==> src/rtl/cache_refill_ctrl.sv <==
// cache_refill_ctrl: lbu miss refill and sb write-through controller between the M-stage cache and memory,
// with saturating load/miss counters.
module cache_refill_ctrl #(
    parameter int CNT_W  = 32,
    parameter int ADDR_W = 32
) (
    input  logic              clk,
    input  logic              rst_n,
    input  logic              LdSrcM,
    input  logic              StSrcM,
    input  logic [ADDR_W-1:0] addrM,
    input  logic [31:0]       storeDataM,
    input  logic              cacheHit,
    output logic              stall,
    output logic              cacheWE,
    output logic              cacheStSrc,
    output logic [ADDR_W-1:0] cacheAddr,
    output logic [31:0]       cacheData,
    output logic              memReq,
    output logic              memWe,
    output logic [ADDR_W-1:0] memAddr,
    output logic [31:0]       memWData,
    output logic [3:0]        memBe,
    input  logic              memAck,
    input  logic [31:0]       memRData,
    output logic [CNT_W-1:0]  loadCnt,
    output logic [CNT_W-1:0]  missCnt
);
    localparam logic [2:0] IDLE    = 3'd0;
    localparam logic [2:0] RD_WAIT = 3'd1;
    localparam logic [2:0] FILL    = 3'd2;
    localparam logic [2:0] WR_WAIT = 3'd3;
    localparam logic [2:0] DONE    = 3'd4;

    logic [2:0]        state_q, state_d;
    logic [ADDR_W-1:0] addr_q, addr_d;
    logic [7:0]        byte_q, byte_d;
    logic [CNT_W-1:0]  loadCnt_q, loadCnt_d, missCnt_q, missCnt_d;
    logic              idle, st_go, fill, rd, wr;
    logic              unused_ok;

    assign unused_ok = ^storeDataM[31:8];
    assign idle  = state_q == IDLE;
    assign st_go = idle && StSrcM;
    assign fill  = state_q == FILL;
    assign rd    = state_q == RD_WAIT;
    assign wr    = state_q == WR_WAIT;

    always_comb begin
        state_d   = state_q;
        addr_d    = addr_q;
        byte_d    = byte_q;
        loadCnt_d = loadCnt_q;
        missCnt_d = missCnt_q;
        case (state_q)
            IDLE: begin
                if (StSrcM) begin
                    state_d = WR_WAIT;
                    addr_d  = addrM;
                    byte_d  = storeDataM[7:0];
                end else if (LdSrcM) begin
                    loadCnt_d = &loadCnt_q ? loadCnt_q : loadCnt_q + 1'b1;
                    if (!cacheHit) begin
                        state_d   = RD_WAIT;
                        addr_d    = addrM;
                        missCnt_d = &missCnt_q ? missCnt_q : missCnt_q + 1'b1;
                    end
                end
            end
            RD_WAIT: if (memAck) begin
                byte_d  = memRData[{addr_q[1:0], 3'b000} +: 8];
                state_d = FILL;
            end
            FILL:    state_d = DONE;
            WR_WAIT: if (memAck) state_d = DONE;
            default: state_d = IDLE;
        endcase
    end

    always_ff @(posedge clk) begin
        if (!rst_n) begin
            state_q   <= IDLE;
            addr_q    <= '0;
            byte_q    <= '0;
            loadCnt_q <= '0;
            missCnt_q <= '0;
        end else begin
            state_q   <= state_d;
            addr_q    <= addr_d;
            byte_q    <= byte_d;
            loadCnt_q <= loadCnt_d;
            missCnt_q <= missCnt_d;
        end
    end

    // DONE deliberately drops stall so the held instruction retires before a new request is taken
    assign stall      = rd || fill || wr || (idle && (StSrcM || (LdSrcM && !cacheHit)));
    assign cacheWE    = st_go || fill;
    assign cacheStSrc = cacheWE;
    assign cacheAddr  = st_go ? addrM : fill ? addr_q : '0;
    assign cacheData  = {24'b0, st_go ? storeDataM[7:0] : fill ? byte_q : 8'h00};
    assign memReq     = rd || wr;
    assign memWe      = wr;
    assign memAddr    = memReq ? {addr_q[ADDR_W-1:2], 2'b00} : '0;
    assign memWData   = wr ? {4{byte_q}} : 32'h0;
    assign memBe      = wr ? 4'b0001 << addr_q[1:0] : 4'b0000;
    assign loadCnt    = loadCnt_q;
    assign missCnt    = missCnt_q;
endmodule

==> config.mk <==
export PLATFORM = sky130hd
export DESIGN_NAME = cache_refill_ctrl
export DESIGN_NICKNAME = d
export VERILOG_FILES = /design/src/rtl/cache_refill_ctrl.sv
export SDC_FILE = /design/constraint.sdc
export NUM_CORES = 1
export LEC_CHECK = 0
export CORE_UTILIZATION = 30
export CTS_CLUSTER_SIZE = 12
export DETAILED_ROUTE_END_ITERATION = 10
export GPL_ROUTABILITY_DRIVEN = 0
export GPL_TIMING_DRIVEN = 0
export HOLD_SLACK_MARGIN = 0.1
export MAX_ROUTING_LAYER = met4
export PLACE_DENSITY = 0.74
export SLEW_MARGIN = 40
export SYNTH_ARGS = -nofsm -noshare
export SYNTH_HDL_FRONTEND = slang
export SYNTH_SLANG_ARGS = --single-unit
==> constraint.sdc <==
create_clock -name clk -period 3.6 [get_ports clk]
set_input_delay 0.72 -clock clk [delete_from_list [all_inputs] [get_ports clk]]
set_output_delay 0.72 -clock clk [all_outputs]
set_load 0.03 [all_outputs]
==> results.sh <==
export IMPL_overflow=0
export IMPL_holdWs_ns=0.468
export IMPL_cp_arrival_ns=2.78
export IMPL_finalNetCount=1150
export IMPL_synth_enable_flop_cells=0
export IMPL_fin_crit_ns=3.50
export IMPL_maxCapViolCount=0
export IMPL_postRouteAntennaNets=0
export IMPL_clkPwrFrac_pct=33.8
export IMPL_status="completed"
export IMPL_peakVddDrop_mv=0.206
export IMPL_die_w_microns=145
export IMPL_syn_area_sq_um=6140
export IMPL_synth_common_cells="nand2_1 (113), dfxtp_1 (107), a21oi_1 (65)"
export IMPL_core_area_sq_um=19800
export IMPL_clock_sinks=107
export IMPL_num_rows=51
export IMPL_synth_largest_area_cell="dfxtp_1"
export IMPL_clk_pin_slew_ns=0.07
export IMPL_swShare_pct=31.0
export IMPL_p_leak_nw=3.84
export IMPL_cts_tree="done"
export IMPL_power_mw=3.20
export IMPL_die_area_sq_um=21100
export IMPL_post_cts_repair_setup_buffers=0
export IMPL_crit_fanout=10
export IMPL_use_met3_pct=4.47
export IMPL_grt_usage_pct=20.2
export IMPL_yosysMostFrequentCell="nand2_1"
export IMPL_drtPass1Iterations=5
export IMPL_slew_violations=0
export IMPL_synth_seq_cells=107
export IMPL_yosysUniqueCellTypes=54
export IMPL_cts_buffers=9
export IMPL_reg2reg_from="state_q[2]$_SDFFE_PN0P_"
export IMPL_worstSetupPathType="in2out"
export IMPL_grt_busiest_layer="met2"
export IMPL_grt_pass1_wl_microns=33400
export IMPL_grt_start_max_net_pins=17
export IMPL_fmax_mhz=286
export IMPL_fp_dieH_microns=145
export IMPL_start_util_pct=31.1
export IMPL_cts_htree_levels=3
export IMPL_r2r_end="missCnt[26]$_SDFFE_PN0P_"
export IMPL_slew_headroom_pct=44.4
export IMPL_yosysSeqAreaShare_pct=34.9
export IMPL_grt_met1_usage_pct=23.5
export IMPL_via_per_inst=5.04
export IMPL_setup_worst_path_end="cacheAddr[25]"
export IMPL_clk_path_buf_depth=2
export IMPL_post_drt_wl_per_cell_microns=16.3
export IMPL_antenna_found_initial=1
export IMPL_period_share_pct=97.1
export IMPL_intPower_mw=2.21
export IMPL_worst_pin_slew_ns=0.828
export IMPL_insertion_delay_ns=0.35
export IMPL_place_inst=1300
export IMPL_via_count=6628
export IMPL_final_setup_skew_ns=0.00593
export IMPL_dp_hpwl_microns=16400
export IMPL_ys_warn_count=0
export IMPL_hold_viol=0
export IMPL_synth_top_cell_area_share_pct=34.9
export IMPL_avgSynthCellArea_sq_um=8.10
export IMPL_ys_flop_type="dfxtp_1"
export IMPL_grt_pass1_vias=6150
export IMPL_area_growth_pct=54.6
export IMPL_async_reset_ff_share_pct=0
export IMPL_seqPwrFrac_pct=39.6
export IMPL_fin_cells=1315
export IMPL_drive_gt1_share_pct=9.63
export IMPL_comb_power_share_pct=26.6
export IMPL_cp_startpoint="StSrcM"
export IMPL_setup_viol=0
export IMPL_use_met2_pct=34.2
export IMPL_cp_required_ns=2.88
export IMPL_synth_cells=758
export IMPL_drt_wl_total_microns=21500
export IMPL_io_buffers=252
export IMPL_powerDensity_nw_per_um2=337
export IMPL_p_sw_mw=0.993
export IMPL_hold_depth=2
export IMPL_worstHoldPathType="reg2reg"
export IMPL_root_buffer="clkbuf_16"
export IMPL_startpoint_type="input port"
export IMPL_synthTopCellsByArea="dfxtp_1 (35%), nand2_1 (6.9%), buf_4 (6.2%)"
export IMPL_r2r_setup_slack_ns=0.67
export IMPL_drc_errors=0
export IMPL_ff2ff_path_depth=7
export IMPL_first_iter_violations=351
export IMPL_rsz0062_at_grt="no"
export IMPL_end_kind="output port"
export IMPL_ioPinCount=303
placed cells by master (no fill, tap or decap), drive strengths merged, types with 3 or more instances in the layout:
cell type / Yosys / final
mux2i: 17 / 17
nor2b: 5 / 5
a211oi: 3 / 3
o31ai: 14 / 14
nor2: 27 / 27
and3: 12 / 12
conb: 1 / 26
nand3: 26 / 26
xor2: 4 / 4
clkbuf: 46 / 61
inv: 12 / 12
clkdlybuf4s50: 0 / 211
a22o: 40 / 40
nor4: 19 / 19
dfxtp: 107 / 107
nand4: 14 / 14
xnor2: 9 / 9
dlymetal6s2s: 0 / 30
and4: 11 / 11
nand2b: 16 / 16
and2: 36 / 36
dlygate4sd2: 0 / 5
buf: 56 / 56
nor3: 10 / 10
or3: 18 / 18
a21oi: 65 / 65
o21ai: 18 / 18
a222oi: 8 / 8
mux4: 8 / 8
or4: 20 / 20
nand2: 113 / 113
nor3b: 5 / 5
cells by family (layout without fill, tap and decap cells):
family	Yosys count	in the layout	synth area share, %
AO/OA/AOI/OAI	161	161	17.6
XOR/XNOR	13	13	1.85
adder cells (fa/ha/maj)	2	2	0.407
buffers and inverters	114	380	10.5
flip-flops	107	107	34.9
multiplexers	25	25	5.70
other	1	27	0.0610
AND/OR/NAND/NOR	335	335	29.0
power by group through the flow:
stage                     Clock [mW]  Sequential [mW]  Combinational (mW)
final                           1.08             1.27               0.852
after global routing            1.15             1.28               0.907
after CTS                       1.10             1.27               0.859
after detailed placement           0             1.30               0.864
after global placement             0             1.29               0.860
after floorplan                    0             1.29               0.516
registers in the layout, summed over array words and instances (netlist names):
register  cells
loadCnt      32
missCnt      32
state_q       3
addr_q       32
byte_q        8
per-stage QoR:
stage	worst slack [ns]	TNS [ns]	instance area (sq um)	utilization [%]
after floorplan	1.01	0	6240	-
after global placement	-0.705	-11.64	9090	46.0
after detailed placement	-0.642	-9.66	9100	46.0
after CTS	0.0117	0	9410	47.6
after global routing	0.00497	0	9500	48.0
final	0.104	0	9500	48.0
worst min-delay path by stage:
| stage | start | to | slack [ns] |
|---|---|---|---|
| floorplan | addr_q[10]$_SDFFE_PN0P_ | addr_q[10]$_SDFFE_PN0P_ | 0.44 |
| global placement | addr_q[31]$_SDFFE_PN0P_ | addr_q[31]$_SDFFE_PN0P_ | 0.45 |
| detailed placement | addr_q[2]$_SDFFE_PN0P_ | addr_q[2]$_SDFFE_PN0P_ | 0.46 |
| CTS | addr_q[2]$_SDFFE_PN0P_ | addr_q[2]$_SDFFE_PN0P_ | 0.47 |
| global route | addr_q[24]$_SDFFE_PN0P_ | addr_q[24]$_SDFFE_PN0P_ | 0.49 |
| finish | addr_q[24]$_SDFFE_PN0P_ | addr_q[24]$_SDFFE_PN0P_ | 0.47 |
layer usage:
metal,up-vias,wire [microns]
li1,3244,-
met1,3118,9070
met2,236,10500
met3,30,1430
met4,0,457
met5,-,0
worst max-delay path: stages:
cell and delay, ns:
clkdlybuf4s50_1 0.60, and2_1 0.16, clkbuf_1 0.20, clkbuf_4 0.27, a22o_1 0.15, clkdlybuf4s50_1 0.66
layout make-up:
type,count,area [sq um]
multi-input cells,562,3480
clock inverters,4,76.3
repair buffers,252,2570
inverters,12,45.0
plain buffers,102,613
fillers,1928,10300
clock buffers,10,239
well taps,265,332
flip-flops and latches,107,2140
diodes,1,2.50
repair_timing:
item / 4_1_cts / 5_1_grt
gates resized for setup: 18 / 49
hold endpoints to repair: 0 / 0
hold buffers: 0 / 0
cloned: 0 / 0
setup endpoints to repair: 42 / 62
Note: power is estimated with default switching activity, not from simulation.
